`src/rtl/pulse_burst_sched.sv`:
```
// Round-robin share of one divided-pulse burst engine; grant 1 cycle after req seen in IDLE, requests wait during RUN/GAP.
// Optional abort port pair is enabled by defining PULSE_BURST_SCHED_ABORT_EN.
module pulse_burst_sched #(
  parameter int NUM_REQ    = 4,
  parameter int LEN_W      = 8,
  parameter int DIV_W      = 4,
  parameter int GAP_CYCLES = 2
) (
  input  logic                     clk,
  input  logic                     rstn,
  input  logic [NUM_REQ-1:0]       req,
  input  logic [NUM_REQ*LEN_W-1:0] cfg_len,
  input  logic [NUM_REQ*DIV_W-1:0] cfg_div,
`ifdef PULSE_BURST_SCHED_ABORT_EN
  input  logic                     abort,
  output logic                     aborted,
`endif
  output logic [NUM_REQ-1:0]       grant,
  output logic                     busy,
  output logic                     out_pulse,
  output logic [NUM_REQ-1:0]       done,
  output logic                     err_cfg
);

  localparam int PW = (NUM_REQ > 1) ? $clog2(NUM_REQ) : 1;
  localparam int GW = (GAP_CYCLES > 1) ? $clog2(GAP_CYCLES) : 1;
  localparam logic [GW-1:0] GAP_LAST = GW'((GAP_CYCLES > 0) ? GAP_CYCLES - 1 : 0);

  typedef enum logic [1:0] {IDLE, RUN, GAP} state_t;

  // Where the engine goes after a burst, abort or reject.
  localparam state_t POST = (GAP_CYCLES > 0) ? GAP : IDLE;

  state_t           state;
  state_t           nxt_state;
  logic [PW:0]      cand;
  logic [PW-1:0]    sel_idx;
  logic [PW-1:0]    rr_ptr;
  logic [PW-1:0]    rr_nxt;
  logic [PW-1:0]    idx_q;
  logic             sel_vld;
  logic             sel_bad;
  logic [LEN_W-1:0] sel_len;
  logic [LEN_W-1:0] len_q;
  logic [LEN_W-1:0] cnt;
  logic [DIV_W-1:0] sel_div;
  logic [DIV_W-1:0] div_q;
  logic [DIV_W-1:0] phase;
  logic [GW-1:0]    gap_cnt;
  logic             lvl;
  logic             run_last;
  logic             phase_wrap;
  logic             abort_hit;

`ifdef PULSE_BURST_SCHED_ABORT_EN
  assign abort_hit = (state == RUN) && abort;
`else
  assign abort_hit = 1'b0;
`endif

  // Descending scan so the candidate closest to rr_ptr is the last one written.
  always_comb begin
    sel_vld = 1'b0;
    sel_idx = '0;
    cand    = '0;
    for (int k = NUM_REQ - 1; k >= 0; k--) begin
      cand = {1'b0, rr_ptr} + (PW+1)'(k);
      if (cand >= (PW+1)'(NUM_REQ)) begin
        cand = cand - (PW+1)'(NUM_REQ);
      end
      if (req[cand[PW-1:0]]) begin
        sel_vld = 1'b1;
        sel_idx = cand[PW-1:0];
      end
    end
  end

  assign sel_len    = cfg_len[sel_idx*LEN_W +: LEN_W];
  assign sel_div    = cfg_div[sel_idx*DIV_W +: DIV_W];
  assign sel_bad    = (sel_len == '0) || (sel_div == '0);
  assign rr_nxt     = (sel_idx == PW'(NUM_REQ - 1)) ? '0 : sel_idx + PW'(1);
  assign run_last   = (cnt == len_q - LEN_W'(1));
  assign phase_wrap = (phase == div_q - DIV_W'(1));

  always_ff @(posedge clk or negedge rstn) begin
    if (!rstn) begin
      state <= IDLE;
    end else begin
      state <= nxt_state;
    end
  end

  always_comb begin
    nxt_state = state;
    unique case (state)
      IDLE: begin
        if (sel_vld) begin
          nxt_state = sel_bad ? POST : RUN;
        end
      end
      RUN: begin
        if (run_last || abort_hit) begin
          nxt_state = POST;
        end
      end
      GAP: begin
        if (gap_cnt == GAP_LAST) begin
          nxt_state = IDLE;
        end
      end
      default: nxt_state = IDLE;
    endcase
  end

  always_comb begin
    busy      = (state != IDLE);
    out_pulse = lvl;
  end

  always_ff @(posedge clk or negedge rstn) begin
    if (!rstn) begin
      grant   <= '0;
      done    <= '0;
      err_cfg <= 1'b0;
      rr_ptr  <= '0;
      idx_q   <= '0;
      len_q   <= '0;
      div_q   <= '0;
      cnt     <= '0;
      phase   <= '0;
      lvl     <= 1'b0;
      gap_cnt <= '0;
    end else begin
      done    <= '0;
      err_cfg <= 1'b0;
      gap_cnt <= '0;
      unique case (state)
        IDLE: begin
          if (sel_vld) begin
            rr_ptr <= rr_nxt;
            idx_q  <= sel_idx;
            len_q  <= sel_len;
            div_q  <= sel_div;
            cnt    <= '0;
            phase  <= '0;
            lvl    <= 1'b0;
            if (sel_bad) begin
              done[sel_idx] <= 1'b1;
              err_cfg       <= 1'b1;
            end else begin
              grant <= NUM_REQ'(1) << sel_idx;
            end
          end
        end
        RUN: begin
          cnt <= cnt + LEN_W'(1);
          if (phase_wrap) begin
            phase <= '0;
            lvl   <= ~lvl;
          end else begin
            phase <= phase + DIV_W'(1);
          end
          // Finish (or abort) overrides the toggle so the pin parks low.
          if (run_last || abort_hit) begin
            grant       <= '0;
            done[idx_q] <= 1'b1;
            lvl         <= 1'b0;
          end
        end
        GAP: begin
          gap_cnt <= gap_cnt + GW'(1);
        end
        default: begin
          grant <= '0;
          lvl   <= 1'b0;
        end
      endcase
    end
  end

`ifdef PULSE_BURST_SCHED_ABORT_EN
  always_ff @(posedge clk or negedge rstn) begin
    if (!rstn) begin
      aborted <= 1'b0;
    end else begin
      aborted <= abort_hit;
    end
  end
`endif

endmodule

```
`config.mk`:
```
export PLATFORM = sky130hd
export DESIGN_NAME = pulse_burst_sched
export DESIGN_NICKNAME = d
export VERILOG_FILES = /design/src/rtl/pulse_burst_sched.sv
export SDC_FILE = /design/constraint.sdc
export NUM_CORES = 1
export LEC_CHECK = 0
export BUFFER_PORTS_ARGS = -buffer_cell sky130_fd_sc_hd__buf_2
export CAP_MARGIN = 20
export CORE_MARGIN = 5
export CORE_UTILIZATION = 45
export CTS_CLUSTER_DIAMETER = 120
export DETAILED_ROUTE_END_ITERATION = 6
export GPL_TIMING_DRIVEN = 0
export HOLD_SLACK_MARGIN = 0.06
export PLACE_DENSITY_LB_ADDON = 0.05
export SYNTH_ARGS = -nofsm -noshare
export SYNTH_HDL_FRONTEND = slang
export SYNTH_SLANG_ARGS = --single-unit
export TNS_END_PERCENT = 5
```
`constraint.sdc`:
```
create_clock -name clk -period 5.6 [get_ports clk]
set_clock_uncertainty 0.05 [all_clocks]
set_input_delay 1.12 -clock clk [delete_from_list [all_inputs] [get_ports clk]]
set_output_delay 1.12 -clock clk [all_outputs]
set_load 0.05 [all_outputs]
```
==> results of run 1 <==
[cell type report]
type                            instances  area (um^2)  share of cell area (%)
Clock inverter                          2         37.5                    1.17
Sequential cell                        41         1030                    32.1
Inverter                               12         45.0                    1.41
Timing Repair Buffer                   64          320                    10.0
Multi-Input combinational cell        226         1510                    47.2
Buffer                                 15         83.8                    2.62
Clock buffer                            6         82.6                    2.58
Tap cell                               75         93.8                    2.94
[flip-flops by register name (all words and copies together), names as in the netlist]
register	count
idx_q	2
err_cfg	1
div_q	4
grant	4
gap_cnt	1
len_q	8
phase	4
cnt	8
done	4
state	2
rr_ptr	2
out_pulse	1
[cell usage after synthesis, drive strengths merged]
cell     instances
nor3             5
o31ai            9
a21o             3
o22a             1
and3b            1
a21oi            7
nor4             2
or4b             1
nand2           37
mux2i            9
nand3            9
or3              1
o21a             1
xor2             6
a2bb2oi          1
a211oi          16
nor2b            2
clkbuf           7
nand4            4
nand2b           2
buf              8
or3b             1
dfrtp           41
and2             6
nor3b            1
a22o             1
ha               8
o21ai           26
nor2            12
a21boi          17
or4              2
inv             12
mux2             4
o22ai            8
a32o             1
a31oi            3
xnor2           12
o211ai           1
a221o            4
and3             1
o311ai           1
[kinds of logic (layout without fill, tap and decap cells)]
logic type,after synthesis,after routing
DFF,41,41
adders and majority gates,8,8
muxes,13,13
xor gates and xnor gates,18,18
and+or+nand+nor,87,87
AOI/OAI and AO/OA,100,100
buffers and inverters,27,99
[power groups by stage]
stage	sequential, mW	clock (mW)	combinational (mW)
floorplan	0.544	0	0.611
global placement	0.516	0	0.832
detailed placement	0.522	0	0.840
CTS	0.515	0.257	0.844
global route	0.534	0.270	0.957
finish	0.514	0.251	0.837
[routing by layer]
metal  part of all wire [%]  GRT usage [%]
met1                     50           26.8
met2                     45           28.0
met3                    4.7           3.50
met4                   0.84           5.52
met5                      0              0
[per-stage QoR]
stage	utilization (%)	std cells	hold slack (ns)
floorplan	-	294	0.343
CTS	54.6	441	0.376
finish	54.6	441	0.375
global placement	52.6	433	0.355
global route	54.6	441	0.396
detailed placement	52.6	433	0.365
[worst paths after layout]
check	startpoint	slack, ns	end
min in group asynchronous	rstn	0.92	phase[2]
min reg2reg	gap_cnt	0.37	gap_cnt
min	gap_cnt	0.37	gap_cnt
max	req[1]	1.99	grant[0]
max reg2reg	rr_ptr[1]	2.46	grant[0]
max in group asynchronous	rstn	4.00	len_q[7]
==> flow_summary.toml, run 1 <==
[timing]
setup_tns_ns = 0
setup_viol = 0
fmax_mhz = 277
min_period_ns = 3.61
max_slew_margin_pct = 38.0
rsz0062_at_grt = "no"
tightest_slew_ns = 0.929
drv_slew = 0
hold_viol_final = 0
fin_ws_ns = 1.99
period_share_pct = 64.5

[floorplanning]
die_area_um2 = 7560
ios = 65
die_w_um = 86.9
die-height_um = 86.9
start_util_pct = 45.5
coreArea_um2 = 5850
num_rows = 28

[cells_and_area]
final_cell_area_um2 = 3200
area_delta_synth_final_pct = 20.1
drive_gt1_share_pct = 25.1
fin_nets = 427
final_cell_mix = "buf_2 (68), dfrtp_1 (41), nand2_1 (37)"
diodes = 0
nFillCells = 560
final_common_cell = "buf_2"

[clock_tree]
cts_root_buf = "clkbuf_8"
cts.sinks = 41
post_cts_buffers = 0
cts.htree.levels = 2
clockBufferDepth = 2
cts_inserted_buffers = 5
cts_tree = "built"
insertion_delay_ns = 0.30
cts.repair.resized = 0
cts_hold_buf = 0
clk_pin_slew_ns = 0.09

[synth]
synth.cell_area_um2 = 2660
synth_mux_area_share_pct = 5.08
yosys-top-cells-area = "dfrtp_1 (39%), nand2_1 (5.2%), xnor2_1 (3.9%)"
synth_xor_xnor_area_share_pct = 5.92
ys_types = 48
yosys.area_share.simple_pct = 15.8
syn_nets = 356
synth_compound_area_share_pct = 26.0
synth_top_area_share_pct = 38.5
synth-seq-area-share_pct = 38.5
syn_avg_cell_area_um2 = 9.06
synthCells = 294
synth-warning-count = 0
synth_top_area_cell = "dfrtp_1"
synthAdderAreaFrac_pct = 3.76
synth_top_family_by_area = "compound AO/OA/AOI/OAI gates"
ys_ff_latch = 41

[setup_path]
criticalPathCategory = "in -> reg"
worstSetupEndpointType = "register"
path_cells = "buf_2 -> a21boi_1 -> a2bb2oi_2 -> and2_4 -> buf_2 -> inv_2 -> mux2i_1 -> mux2_2 -> nand4_1 -> and2_4 -> buf_6 -> a221o_1"
crit_required_ns = 5.74
arrival_ns = 3.75
cp_num_buf_inv = 4
critPathLaunchType = "input port"
critPathSlowestCell = "a221o_1"
cp_slowest_stage_delay_ns = 0.32
crit_family = "compound AO/OA/AOI/OAI gates"
crit_fanout = 11
r2r_cells = 11
path_depth = 12

[detailed_routing]
drtPass1Iterations = 4
routed_via_density = 5.33
drc = 0
drt.antenna.violating_nets = 0
wl_um = 6410
route.vias.total = 2350
wire_per_inst_um = 14.5
initialDrtViolationCount = 80

[placement]
place.gp.congestion = 0.798
place_area_um2 = 3080
place_ws_ns = 1.66
dpl.hpwl_um = 5080
numPortBuffers = 64

[global_routing]
antenna_found_initial = 0
grt_pass1_wl_um = 11200
gr-total-overflow = 0
grt_max_degree = 42
grt_pass1_vias = 2394
grt.total_usage_pct = 18.5

[min_path]
min_path_cells = 1
min_path_type = "reg -> reg"

[pwr]
switching_share_pct = 45.0
power.density_nw_per_um2 = 501
combPwrFrac_pct = 52.2
power.internal_mw = 0.881
p_seq_share_pct = 32.1
clock_power_share_pct = 15.7
power_mw = 1.60
ir_drop_mv = 0.253
leakage_nw = 1.47
p_sw_mw = 0.721

[status]
outcome = "completed"

[job]
cap_violations = 0
Power figures use the tool's default switching activity.
==> run 2: changes to the inputs <==
--- a/config.mk
+++ b/config.mk
@@ -5,6 +5,7 @@
 export SDC_FILE = /design/constraint.sdc
 export NUM_CORES = 1
 export LEC_CHECK = 0
+export ABC_AREA = 1
 export BUFFER_PORTS_ARGS = -buffer_cell sky130_fd_sc_hd__buf_2
 export CAP_MARGIN = 20
 export CORE_MARGIN = 5
==> constraint.sdc (replaced) <==
create_clock -name clk -period 3.35 [get_ports clk]
set_clock_uncertainty 0.05 [all_clocks]
set_input_delay 0.67 -clock clk [delete_from_list [all_inputs] [get_ports clk]]
set_output_delay 0.67 -clock clk [all_outputs]
set_load 0.05 [all_outputs]
==> run 2 against run 1 <==
Design area is 4.1% higher. Critical path depth is 8 higher. Worst setup slack worse by 1.2 ns. Power is 130% higher. First-iteration DRC count is 14% higher. Die area is 4.5% higher. Non-clock buffer count is 5 lower. Synthesized cell count is 34% higher. Core utilization is 0.91 points higher. Via count is 13% higher. Count of clock-buffer cells in the layout is 1 higher. Combinational power grew to 2.9 times the previous value.
==> flow_summary.toml, run 2 <==
[cells_and_area]
area_delta_synth_final_pct = 19.0
drive_gt1_share_pct = 21.7
final_common_cell = "nand2_1"
fin_nets = 526
largestRegisters = "cnt x8, len_q x8"
stdcell_count = 540
final_cell_mix = "nand2_1 (103), buf_2 (67), nand3_1 (56)"
diodes = 0

[clock_tree]
clk_pin_slew_ns = 0.08
clockBufferDepth = 2
cts.repair.resized = 0
cts.htree.levels = 2
cts_hold_buf = 0
cts.sinks = 41
insertion_delay_ns = 0.29
cts_tree = "built"
cts_inserted_buffers = 5
cts_root_buf = "clkbuf_8"
post_cts_buffers = 0

[min_path]
min_from = "gap_cnt"
whs_endpoint = "gap_cnt"
min_path_type = "reg -> reg"
min_path_cells = 1

[synth]
ys_types = 33
synth_top_area_cell = "dfrtp_1"
ys_async_sr_fraction_pct = 100
synthCells = 393
ys_top_cells_by_count = "nand2_1 (103), nand3_1 (56), inv_1 (47)"
yosysMostFrequentCell = "nand2_1"
yosys-top-cells-area = "dfrtp_1 (37%), nand2_1 (14%), nand3_1 (10%)"
synth_top_area_share_pct = 36.7
ys_ff_latch = 41
synth.cell_area_um2 = 2800
synth_edf_count = 0
synth-warning-count = 0
synth_flop_cell = "dfrtp_1"
syn_avg_cell_area_um2 = 7.12
synth-seq-area-share_pct = 36.7
syn_nets = 455

[timing]
hold_viol_final = 0
fmax_mhz = 392
setup_viol = 0
fin_ws_ns = 0.799
period_share_pct = 76.2
rsz0062_at_grt = "no"
setup_tns_ns = 0
tightest_slew_ns = 0.915
drv_slew = 0
whs_ns = 0.367
max_slew_margin_pct = 39.0
min_period_ns = 2.55

[setup_path]
worstSetupEndpointType = "register"
cpMostUsedCell = "nand2_1"
r2r_end = "grant[1]"
timing.rr.start = "rr_ptr[0]"
critPathSlowestCell = "dfrtp_1"
path_cells = "inv_2 -> nand2_1 -> nand2_2 -> inv_2 -> nand2_2 -> nand3_1 -> nor2_2 -> nor2_2 -> nor2_4 -> buf_4 -> nand3_1 -> nand2_1 -> nand2_1 -> nor2_1 -> nand2_1 -> nand2_4 -> nand2_4 -> nand2_4 -> nand2_1 -> nand2_1"
crit_required_ns = 3.53
criticalPathCategory = "reg -> reg"
r2r_slack_ns = 0.80
critPathLaunchType = "register"
crit_fanout = 11
r2r_cells = 20
arrival_ns = 2.73
cp_slowest_stage_delay_ns = 0.47

[global_routing]
grt.total_usage_pct = 18.1
grt_pass1_wl_um = 11400
gr-total-overflow = 0
grt_max_degree = 42
grt_pass1_vias = 2627
antenna_found_initial = 0

[detailed_routing]
routed.top_layer = "met4"
met3_length_um = 297
wire_per_inst_um = 11.9
drc = 0
met2_length_um = 2730
drt-met1-wl_um = 3320
routed_via_density = 4.90
drtPass1Iterations = 4
initialDrtViolationCount = 91
wl_um = 6440
drt.antenna.violating_nets = 0
route.vias.total = 2644

[floorplanning]
ios = 65
start_util_pct = 46.7
num_rows = 28
die_area_um2 = 7890
die_w_um = 88.9
die-height_um = 88.9
coreArea_um2 = 5990

[pwr]
leakage_nw = 1.77
power_mw = 3.60
power.density_nw_per_um2 = 1080
ir_drop_mv = 0.689

[job]
cap_violations = 0

[status]
outcome = "completed"

[placement]
place.gp.congestion = 0.835
dpl.hpwl_um = 5200
place_ws_ns = 0.546
dp_cells = 532
numPortBuffers = 64
==> run 2: cell types whose count changed after synthesis, moves of 10 or more <==
cell | previous run | this run
nand2_1 | 37 | 103
a211oi_1 | 13 | 0
o21ai_1 | 14 | 2
o21ai_0 | 12 | 31
nand3_1 | 9 | 56
inv_1 | 9 | 47
nor2_1 | 12 | 24
a21boi_1 | 10 | 0
==> run 2: cells by family (layout without fill, tap and decap cells) <==
kind of cell,Yosys count,count (layout),share of synthesized area [%]
XOR/XNOR,18,18,5.64
AO/OA/AOI/OAI,53,53,10.7
flip-flops,41,41,36.7
AND/OR/NAND/NOR,212,212,34.4
buffers and inverters,61,133,8.99
adder cells (fa/ha/maj),8,8,3.58
==> run 2: stage by stage <==
stage | cell area [um^2] | utilization [%]
finish | 3330 | 55.6
global route | 3330 | 55.6
detailed placement | 3210 | 53.6
CTS | 3330 | 55.6
global placement | 3210 | 53.6
floorplan | 2800 | -
==> run 2: worst max-delay path: cells and delay by family, from the launching register on <==
kind | cells | cell delay, ns
buffers and inverters | 3 | 0.41
and+or+nand+nor | 17 | 1.53
DFF | 1 | 0.47
==> run 2: report_power, final <==
group / internal [mW] / leakage (nW) / switching (mW)
logic: 0.831 / 1.17 / 1.56
clock network: 0.243 / 0.0585 / 0.168
registers: 0.669 / 0.534 / 0.136
==> run 2: worst max path at each step <==
| stage | startpoint | endpoint | slack [ns] | cells after the start |
|---|---|---|---|---|
| finish | rr_ptr[0] | grant[1] | 0.80 | 20 |
| global route | rr_ptr[0] | grant[1] | 0.49 | 19 |
| CTS | len_q[0] | grant[1] | 0.76 | 13 |
| detailed placement | req[3] | grant[1] | 0.55 | 19 |
| global placement | req[3] | grant[3] | 0.60 | 19 |
| floorplan | req[3] | grant[0] | 0.95 | 18 |
==> run 2: layout make-up <==
class | instances | area, um^2
repair buffers | 64 | 320
plain buffers | 10 | 60.1
flip-flops and latches | 41 | 1030
inverters | 51 | 191
well taps | 75 | 93.8
clock inverters | 1 | 30.0
clock buffers | 7 | 86.3
multi-input cells | 291 | 1520
fillers | 608 | 2660
==> run 2: metal layers <==
layer | track usage, % | vias to the layer above
met5 | 0 | -
met1 | 25.7 | 1158
met4 | 5.36 | 0
li1 | - | 1414
met3 | 2.70 | 6
met2 | 28.7 | 66
==> run 3: changes to the inputs <==
--- a/config.mk
+++ b/config.mk
@@ -5,7 +5,7 @@
 export SDC_FILE = /design/constraint.sdc
 export NUM_CORES = 1
 export LEC_CHECK = 0
-export ABC_AREA = 1
+export ABC_AREA = 0
 export BUFFER_PORTS_ARGS = -buffer_cell sky130_fd_sc_hd__buf_2
 export CAP_MARGIN = 20
 export CORE_MARGIN = 5
==> constraint.sdc (replaced) <==
create_clock -name clk -period 2.3 [get_ports clk]
set_clock_uncertainty 0.05 [all_clocks]
set_input_delay 0.46 -clock clk [delete_from_list [all_inputs] [get_ports clk]]
set_output_delay 0.46 -clock clk [all_outputs]
set_load 0.05 [all_outputs]
==> run 3 against run 2 <==
The run now ends with setup timing left. Sequential cell count stayed put. Cell count decreased by 15%. Non-clock buffer count increased by 20. Power grew 22%. Maximum frequency fell by 12%. Worst setup slack got worse by 1.4 ns. Largest cell class unchanged. Register-to-register slack worse by 1.4 ns. Sequential share of layout area down 2.7 points. Via count decreased by 7.0%. Design area up 9.7%. Critical path depth down 9. Core utilization grew 6.9 points.
==> flow_summary.toml, run 3 (same netlist as run 1, synthesis figures left out) <==
[status]
outcome = "finished, violations left"
failed_checks = "setup timing"

[pwr]
power_mw = 4.38
power.density_nw_per_um2 = 1200
leakage_nw = 1.63
ir_drop_mv = 0.727

[floorplanning]
num_rows = 28
die-height_um = 86.9
ios = 65
coreArea_um2 = 5850
start_util_pct = 45.5
die_w_um = 86.9
die_area_um2 = 7560

[placement]
numPortBuffers = 64
place_area_um2 = 3140
place.gp.congestion = 0.804
dpl.hpwl_um = 5050
dp_cells = 433
place_ws_ns = -0.934

[timing]
drv_slew = 0
hold_viol_final = 0
max_slew_margin_pct = 39.6
period_share_pct = 126
fin_ws_ns = -0.590
setup_viol = 12
whs_ns = 0.236
min_period_ns = 2.89
tightest_slew_ns = 0.907
setup_tns_ns = -5.55
fmax_mhz = 346
rsz0062_at_grt = "yes"

[setup_path]
crit_family = "simple AND/OR/NAND/NOR gates"
criticalPathCategory = "reg -> reg"
critPathLaunchType = "register"
critPathSlowestCell = "or4_4"
crit_required_ns = 2.43
arrival_ns = 3.02
crit_fanout = 6
cp_slowest_stage_delay_ns = 0.55
cp_num_buf_inv = 3
path_cells = "buf_12 -> a21boi_4 -> buf_4 -> a2bb2oi_4 -> and2_4 -> buf_12 -> a211oi_2 -> o22ai_2 -> or4_4 -> and2_4 -> a221o_1"
worstSetupEndpointType = "register"

[global_routing]
antenna_found_initial = 0
grt_pass1_vias = 2377
grt.total_usage_pct = 19.1
grt_max_degree = 42
gr-total-overflow = 0
grt_pass1_wl_um = 11500

[clock_tree]
cts.sinks = 41
clockBufferDepth = 2
cts.htree.levels = 2
cts_root_buf = "clkbuf_8"
insertion_delay_ns = 0.29
cts_inserted_buffers = 5
clk_pin_slew_ns = 0.08
cts_hold_buf = 0
cts_tree = "built"

[cells_and_area]
fin_nets = 443
area_delta_synth_final_pct = 37.2
utilization_pct = 62.4
final_cell_area_um2 = 3650
stdcell_count = 457
largestRegisters = "cnt x8, len_q x8"
drive_gt1_share_pct = 36.6
diodes = 0
final_cell_mix = "buf_2 (65), dfrtp_1 (39), nand2_1 (36)"
final_common_cell = "buf_2"

[job]
cap_violations = 0

[detailed_routing]
drt.antenna.violating_nets = 0
initialDrtViolationCount = 93
routed_via_density = 5.38
drtPass1Iterations = 4
wl_um = 6910
route.vias.total = 2459
wire_per_inst_um = 15.1
drc = 0

[min_path]
min_path_type = "in -> async"
run 3: cell count changes in the layout (fill, tap and decap cells not counted), moves of 7 or more:
cell and delta:
a21boi_1 +9, o21ai_1 +12, a211oi_4 +9, a211oi_2 +7, o21ai_0 -19, buf_4 +7
nand2_1 -67, inv_1 -39, o31ai_1 +7, mux2i_1 +8, nand3_1 -48, nor2_1 -12
run 3: final cells by class:
class                   count  area, um^2
clock buffers               6        72.6
flip-flops and latches     41        1030
well taps                  75        93.8
clock inverters             2        10.0
multi-input cells         227        1790
repair buffers             81         508
fillers                   488        2200
plain buffers              13        97.6
inverters                  12        50.0
run 3: where the power goes:
group / internal, mW / switching [mW]
Clock: 0.211 / 0.256
Sequential: 0.977 / 0.285
Combinational: 1.19 / 1.47
Total: 2.38 / 2.01
run 3: routing by layer:
layer	part of all wire [%]	wire length [um]	GRT usage, %
met2	46	3180	29.1
met3	3.8	260	3.97
met4	1.6	112	6.09
met1	49	3360	27.2
met5	0	0	0
run 3: timing repair:
action	4_1_cts	5_1_grt
endpoints found under the hold margin	0	0
pin swaps	24	12
cloned	3	0
resized for setup	46	12
setup buffers	12	3
endpoints found under the setup margin	12	15
run 3: path summary, 6_finish.rpt:
check	startpoint	end	slack (ns)	cells after the start
max	rr_ptr[1]	grant[3]	-0.59	11
min	rstn	cnt[1]	0.24	1
max reg2reg	rr_ptr[1]	grant[3]	-0.59	11
min reg2reg	gap_cnt	gap_cnt	0.37	1
max in group asynchronous	rstn	len_q[0]	1.33	1
min in group clk	gap_cnt	gap_cnt	0.37	1
